`src/rtl/ddsc_freq_sink_if.sv`:
```
// Avalon-MM bus bundle between the descriptor core's data master and the frequency sink.
// The responder ignores byteenable and burstcount, so only the master modport carries them.
interface avmm_if #(
    parameter int DW = 32,
    parameter int AW = 4
);
    logic            write;
    logic [DW-1:0]   writedata;
    logic            read;
    logic [AW-1:0]   address;
    logic [DW/8-1:0] byteenable;
    logic [3:0]      burstcount;
    logic            waitrequest;
    logic [31:0]     readdata;
    logic            readdatavalid;

    modport master (
        output write, writedata, read, address, byteenable, burstcount,
        input  waitrequest, readdata, readdatavalid
    );

    modport slave (
        input  write, writedata, read, address,
        output waitrequest, readdata, readdatavalid
    );
endinterface

```
`src/rtl/ddsc_freq_sink.sv`:
```
// Frequency-word sink: buffers written words, scales them into DDS tuning words and
// releases them either on each sync strobe or as fast as the 3-stage pipeline allows.
module ddsc_freq_sink #(
    parameter int DW      = 32,
    parameter int FIFO_AW = 2,
    parameter int SCALE_W = 32,
    parameter int SHIFT   = 32,
    parameter int FTW_W   = 32
) (
    input  logic               clk,
    input  logic               rst,
    avmm_if.slave              data_in_i,
    input  logic               sync,
    input  logic               apply_on_sync,
    input  logic [SCALE_W-1:0] ftw_scale,
    output logic [FTW_W-1:0]   ftw,
    output logic               ftw_stb,
    output logic               underrun
);
    localparam int DEPTH = 1 << FIFO_AW;
    localparam int PW    = DW + SCALE_W;

    logic [DW-1:0]      mem [DEPTH];
    logic [FIFO_AW-1:0] wr_ptr_reg, rd_ptr_reg;
    logic [FIFO_AW:0]   count_reg;
    logic               full, empty, push, pop;

    logic [DW-1:0]      f_reg;
    logic [PW-1:0]      prod_reg;
    logic               s0_valid_reg, s1_valid_reg;
    logic [FTW_W-1:0]   ftw_reg;
    logic               ftw_stb_reg;
    logic               underrun_reg;
    logic [15:0]        underrun_cnt_reg;
    logic               underrun_next;
    logic [31:0]        readdata_reg, readdata_next;
    logic               readdatavalid_reg;
    logic [5:0]         count6;
    logic               unused_prod;

    // Status flags come from the registered count, so a push in the same cycle never
    // hides fullness or emptiness.
    assign full  = (count_reg == (FIFO_AW + 1)'(DEPTH));
    assign empty = (count_reg == '0);
    assign push  = data_in_i.write && !full;
    assign pop   = !empty && (apply_on_sync ? sync : 1'b1);
    assign underrun_next = apply_on_sync && sync && empty;

    assign data_in_i.waitrequest   = full;
    assign data_in_i.readdata      = readdata_reg;
    assign data_in_i.readdatavalid = readdatavalid_reg;
    assign ftw      = ftw_reg;
    assign ftw_stb  = ftw_stb_reg;
    assign underrun = underrun_reg;

    // Storage and its registered read port are left unreset so they map onto block RAM.
    always_ff @(posedge clk) begin
        if (push)
            mem[wr_ptr_reg] <= data_in_i.writedata;
        if (pop)
            f_reg <= mem[rd_ptr_reg];
    end

    always_ff @(posedge clk) begin
        if (rst) begin
            wr_ptr_reg <= '0;
            rd_ptr_reg <= '0;
            count_reg  <= '0;
        end else begin
            if (push)
                wr_ptr_reg <= wr_ptr_reg + 1'b1;
            if (pop)
                rd_ptr_reg <= rd_ptr_reg + 1'b1;
            case ({push, pop})
                2'b10:   count_reg <= count_reg + 1'b1;
                2'b01:   count_reg <= count_reg - 1'b1;
                default: count_reg <= count_reg;
            endcase
        end
    end

    // Scale is sampled when the word enters the multiply stage, not when it was popped.
    always_ff @(posedge clk) begin
        if (rst) begin
            s0_valid_reg <= 1'b0;
            s1_valid_reg <= 1'b0;
            prod_reg     <= '0;
            ftw_reg      <= '0;
            ftw_stb_reg  <= 1'b0;
        end else begin
            s0_valid_reg <= pop;
            s1_valid_reg <= s0_valid_reg;
            if (s0_valid_reg)
                prod_reg <= PW'(f_reg) * PW'(ftw_scale);
            ftw_stb_reg <= s1_valid_reg;
            if (s1_valid_reg)
                ftw_reg <= prod_reg[SHIFT +: FTW_W];
        end
    end

    assign unused_prod = ^prod_reg;

    always_ff @(posedge clk) begin
        if (rst) begin
            underrun_reg     <= 1'b0;
            underrun_cnt_reg <= '0;
        end else begin
            underrun_reg <= underrun_next;
            if (underrun_next && underrun_cnt_reg != 16'hFFFF)
                underrun_cnt_reg <= underrun_cnt_reg + 1'b1;
        end
    end

    // The last tuning word read back is the output register itself; they never differ.
    assign count6 = 6'(count_reg);

    always_comb begin
        readdata_next = '0;
        case (data_in_i.address)
            '0:      readdata_next = {underrun_cnt_reg, 8'b0, count6, full, empty};
            1:       readdata_next = 32'(ftw_reg);
            default: readdata_next = '0;
        endcase
    end

    always_ff @(posedge clk) begin
        if (rst) begin
            readdata_reg      <= '0;
            readdatavalid_reg <= 1'b0;
        end else begin
            readdatavalid_reg <= data_in_i.read;
            if (data_in_i.read)
                readdata_reg <= readdata_next;
        end
    end
endmodule

```
`src/flat_wrapper.sv`:
```
// flat-port wrapper written by rule: the top's interface ports become plain ports
module ddsc_freq_sink_flat 
#(
    parameter int DW      = 32,
    parameter int FIFO_AW = 2,
    parameter int SCALE_W = 32,
    parameter int SHIFT   = 32,
    parameter int FTW_W   = 32
)
  (clk, rst, sync, apply_on_sync, ftw_scale, ftw, ftw_stb, underrun, data_in_i_write, data_in_i_writedata, data_in_i_read, data_in_i_address, data_in_i_waitrequest, data_in_i_readdata, data_in_i_readdatavalid);
  avmm_if #(.DW(DW), .AW(4)) data_in_i_i ();
  input  logic clk;
  input  logic rst;
  input  logic sync;
  input  logic apply_on_sync;
  input  logic [SCALE_W-1:0] ftw_scale;
  output logic [FTW_W-1:0] ftw;
  output logic ftw_stb;
  output logic underrun;
  input wire logic [$bits(data_in_i_i.write)-1:0] data_in_i_write;
  input wire logic [$bits(data_in_i_i.writedata)-1:0] data_in_i_writedata;
  input wire logic [$bits(data_in_i_i.read)-1:0] data_in_i_read;
  input wire logic [$bits(data_in_i_i.address)-1:0] data_in_i_address;
  output wire logic [$bits(data_in_i_i.waitrequest)-1:0] data_in_i_waitrequest;
  output wire logic [$bits(data_in_i_i.readdata)-1:0] data_in_i_readdata;
  output wire logic [$bits(data_in_i_i.readdatavalid)-1:0] data_in_i_readdatavalid;
  assign data_in_i_i.write = data_in_i_write;
  assign data_in_i_i.writedata = data_in_i_writedata;
  assign data_in_i_i.read = data_in_i_read;
  assign data_in_i_i.address = data_in_i_address;
  assign data_in_i_waitrequest = data_in_i_i.waitrequest;
  assign data_in_i_readdata = data_in_i_i.readdata;
  assign data_in_i_readdatavalid = data_in_i_i.readdatavalid;
  ddsc_freq_sink #(.DW(DW), .FIFO_AW(FIFO_AW), .SCALE_W(SCALE_W), .SHIFT(SHIFT), .FTW_W(FTW_W)) u_core (.clk(clk), .rst(rst), .data_in_i(data_in_i_i), .sync(sync), .apply_on_sync(apply_on_sync), .ftw_scale(ftw_scale), .ftw(ftw), .ftw_stb(ftw_stb), .underrun(underrun));
endmodule
```
`config.mk`:
```
export PLATFORM = sky130hd
export DESIGN_NAME = ddsc_freq_sink_flat
export DESIGN_NICKNAME = d
export VERILOG_FILES = /design/src/rtl/ddsc_freq_sink_if.sv /design/src/rtl/ddsc_freq_sink.sv /design/src/flat_wrapper.sv
export SDC_FILE = /design/constraint.sdc
export NUM_CORES = 2
export LEC_CHECK = 0
export ABC_AREA = 0
export BUFFER_PORTS_ARGS = -buffer_cell sky130_fd_sc_hd__buf_4
export CAP_MARGIN = 30
export CORE_MARGIN = 4
export CORE_UTILIZATION = 70
export DETAILED_ROUTE_END_ITERATION = 7
export GPL_TIMING_DRIVEN = 0
export PLACE_DENSITY = 0.85
export SYNTH_ARGS = -nofsm -noshare
export SYNTH_HDL_FRONTEND = slang
export SYNTH_SLANG_ARGS = --single-unit
export TNS_END_PERCENT = 30
```
`constraint.sdc`:
```
create_clock -name clk -period 22.2 [get_ports clk]
set_input_delay 5.55 -clock clk [delete_from_list [all_inputs] [get_ports clk]]
set_output_delay 5.55 -clock clk [all_outputs]
set_load 0.005 [all_outputs]
```
==> flow_summary.toml <==
[route]
vias_per_cell = 6.477
drc = 0
drt-wirelength-per-cell_um = 29.15
drt_iter0_drc = 4621
num_vias = 34920
drtAntennaViolNets = 0
firstDrtPassIters = 8
drt-total-wl_um = 157100

[placed_design]
placed_area_um2 = 45460
globalplace.congestion = 1.165
io_buffers = 140
placedCellCount = 5296
dp_hpwl_um = 125700

[layout]
syn_to_final_growth_pct = 7.896
final_layout_size_suffix_gt1_share_pct = 5.872
largest_register_ffs = 128
stdcell_count = 5391
finalNetCount = 5794
final_common_cell = "inv_1"
fin_area_um2 = 46690
layout_common_cells = "inv_1, fa_1, and2_1, nand2_1, ha_1"
regMostFlops = "u_core.mem"

[clock_tree]
cts_hold_buf = 0
post_cts_buffers = 0
cts-resized-gates = 0
cts-buffers-inserted = 29
insertion_delay_ps = 620
path_clk_slew_ps = 60
cts_tree = "yes"
clock_path_buffers = 3
clock-root-buffer = "clkbuf_16"
cts_max_level = 1
cts.sinks = 284

[sta]
max_freq_ghz = 0.07249
relSlewSlack_pct = 15.89
skew_ps = 22.34
finalCritPeriodShare_pct = 62.14
hold_viol = 0
setup_tns_ps = 0
slew_viol_final = 0
worstMarginPinSlew_ps = 1262
setup_viol = 0
rsz0062_at_grt = "no"
period_minus_slack_ps = 13800

[worst_setup_path]
critPathMostFrequentCell = "fa_1"
worstPathArrival_ps = 14270
crit_chain = "buf_4, clkbuf_1, and2_1, fa_1, fa_1, inv_1, fa_1, fa_1, inv_1, fa_1, fa_1, fa_1, fa_1, ha_1, nand2_1, nor3_2, nand4_1, nor4_1, o31ai_2, o31ai_1, o21ai_0, xnor2_1, o22ai_1"
cp_max_fo = 11
reg2reg_from = "u_core.f_reg[17]"
r2r_slack_ps = 12880
end_kind = "register"
critPathSlowestCell = "clkbuf_1"
ff2ff_path_depth = 22
slowest_delay_ps = 730
worstPathRequired_ps = 22680
critPathKind = "input pin to register"
crit_path_start_kind = "input pin"
timing.rr.end = "u_core.prod_reg[51]"

[synthesis]
ys_async_sr_fraction_pct = 0
synthCells = 4365
ys_ff_latch = 284
ys_types = 71
syn_area_per_cell_um2 = 9.914
synth_ff_type = "edfxtp_1"
postSynthNetCount = 5601
synth_edf_count = 160
yosys_warnings = 0
syn_area_um2 = 43280
ys_seq_area_share_pct = 16.84

[status]
status = "completed"

[floorplan]
initial_utilization_pct = 71.17
top_level_ports = 142
die_x_um = 256.6
rows = 90
die_y_um = 256.6
core-area_um2 = 60810
design.die.area_um2 = 65870

[job]
drv_cap = 0

[global_route]
grt_pass1_wl_um = 228400
grt.overflow.total = 0
grt_max_degree = 33
grt_usage_pct = 48.05
grt_pass1_vias = 35820
antenna_found_initial = 23

[min_path]
hp-start = "u_core.data_in_i.readdata[13]"
holdCritPathClass = "register to register"
whs_path_depth = 2
min_to = "u_core.data_in_i.readdata[13]"
[metrics by stage]
stage	util [%]	setup slack [ps]	hold slack, ps
4_1_cts	76.36	8585	463.6
5_1_grt	76.68	8383	484.6
6_report	76.79	8404	466.8
3_5_place_dp	74.76	7953	453.7
2_1_floorplan	-	10100	438.6
3_3_place_gp	74.51	8085	453.7
[worst max path at each step]
stage                  startpoint                  end  slack, ps  cells after the start
floorplan            ftw_scale[2]  u_core.prod_reg[49]      10100                     26
global placement     ftw_scale[9]  u_core.prod_reg[51]       8080                     23
detailed placement   ftw_scale[9]  u_core.prod_reg[51]       7950                     23
CTS                  ftw_scale[9]  u_core.prod_reg[51]       8590                     23
global route        ftw_scale[13]  u_core.prod_reg[51]       8380                     23
finish              ftw_scale[13]  u_core.prod_reg[51]       8400                     23
[layout make-up]
type                    instances  area [um2]
clock buffers                  43       862.1
well taps                     782       978.4
multi-input cells            2929       31640
clock inverters                11       111.4
plain buffers                 244       959.7
repair buffers                162        1379
flip-flops and latches        284        7287
diodes                         28       70.07
inverters                     908        3408
fillers                      4198       14110
[cells in the mapped netlist, types with 7 or more instances]
library cell  instances  area [um2]
dfxtp_1             124        2482
fa_1                896       17940
nand2_1             506        1899
and3_1                8       50.05
nand3_1              34       170.2
o221ai_1              7       61.31
nor3_1               20       100.1
nand4_1              18       112.6
nand2b_1             17       106.4
o211ai_1             15       112.6
clkbuf_1            229       859.6
o21ai_0              41       205.2
nor2_1              106       397.9
o21bai_1             10       75.07
edfxtp_1            160        4805
a21o_1               26       195.2
a211oi_1             29       217.7
mux2i_1              45       450.4
xor2_1               14       122.6
nor4_1                7       43.79
a22oi_1              23       172.7
and2_1              594        3716
nor2b_1              11       68.82
o21a_1                9       67.56
xnor2_1              18       157.7
or3_1                19       118.9
a21oi_1              90       450.4
mux4_2               32       720.7
inv_1               907        3405
ha_1                266        3328
[metal layers]
layer	part of all wire (%)	track usage [%]	wire, um	vias to the layer above
li1	-	-	-	13630
met1	32	59.65	49950	17220
met2	43	70.33	67430	3144
met3	15	14.89	22880	913
met4	11	37.87	16860	4
met5	0.017	0.3655	27	-
[worst max-delay path: cells and delay by family]
family          cells  cell delay (ps)
buf+inv             4             1040
fa+ha+maj           9             4840
compound gates      4             1210
xor+xnor            1              270
simple gates        5             1330
[cell families (layout without fill, tap and decap cells)]
group | count (synthesis) | in the layout | synth area share (%)
and+or+nand+nor | 1360 | 1360 | 16.03
adders and majority gates | 1162 | 1162 | 49.14
buffers and inverters | 1152 | 1368 | 10.09
AOI/OAI and AO/OA | 298 | 298 | 4.542
DFF | 284 | 284 | 16.84
muxes | 77 | 77 | 2.706
xor gates and xnor gates | 32 | 32 | 0.6476
other | 0 | 28 | 0
Power is left out: the tool's default activity adds up to more than one toggle a clock period on the data nets, which glitch-free logic cannot reach.
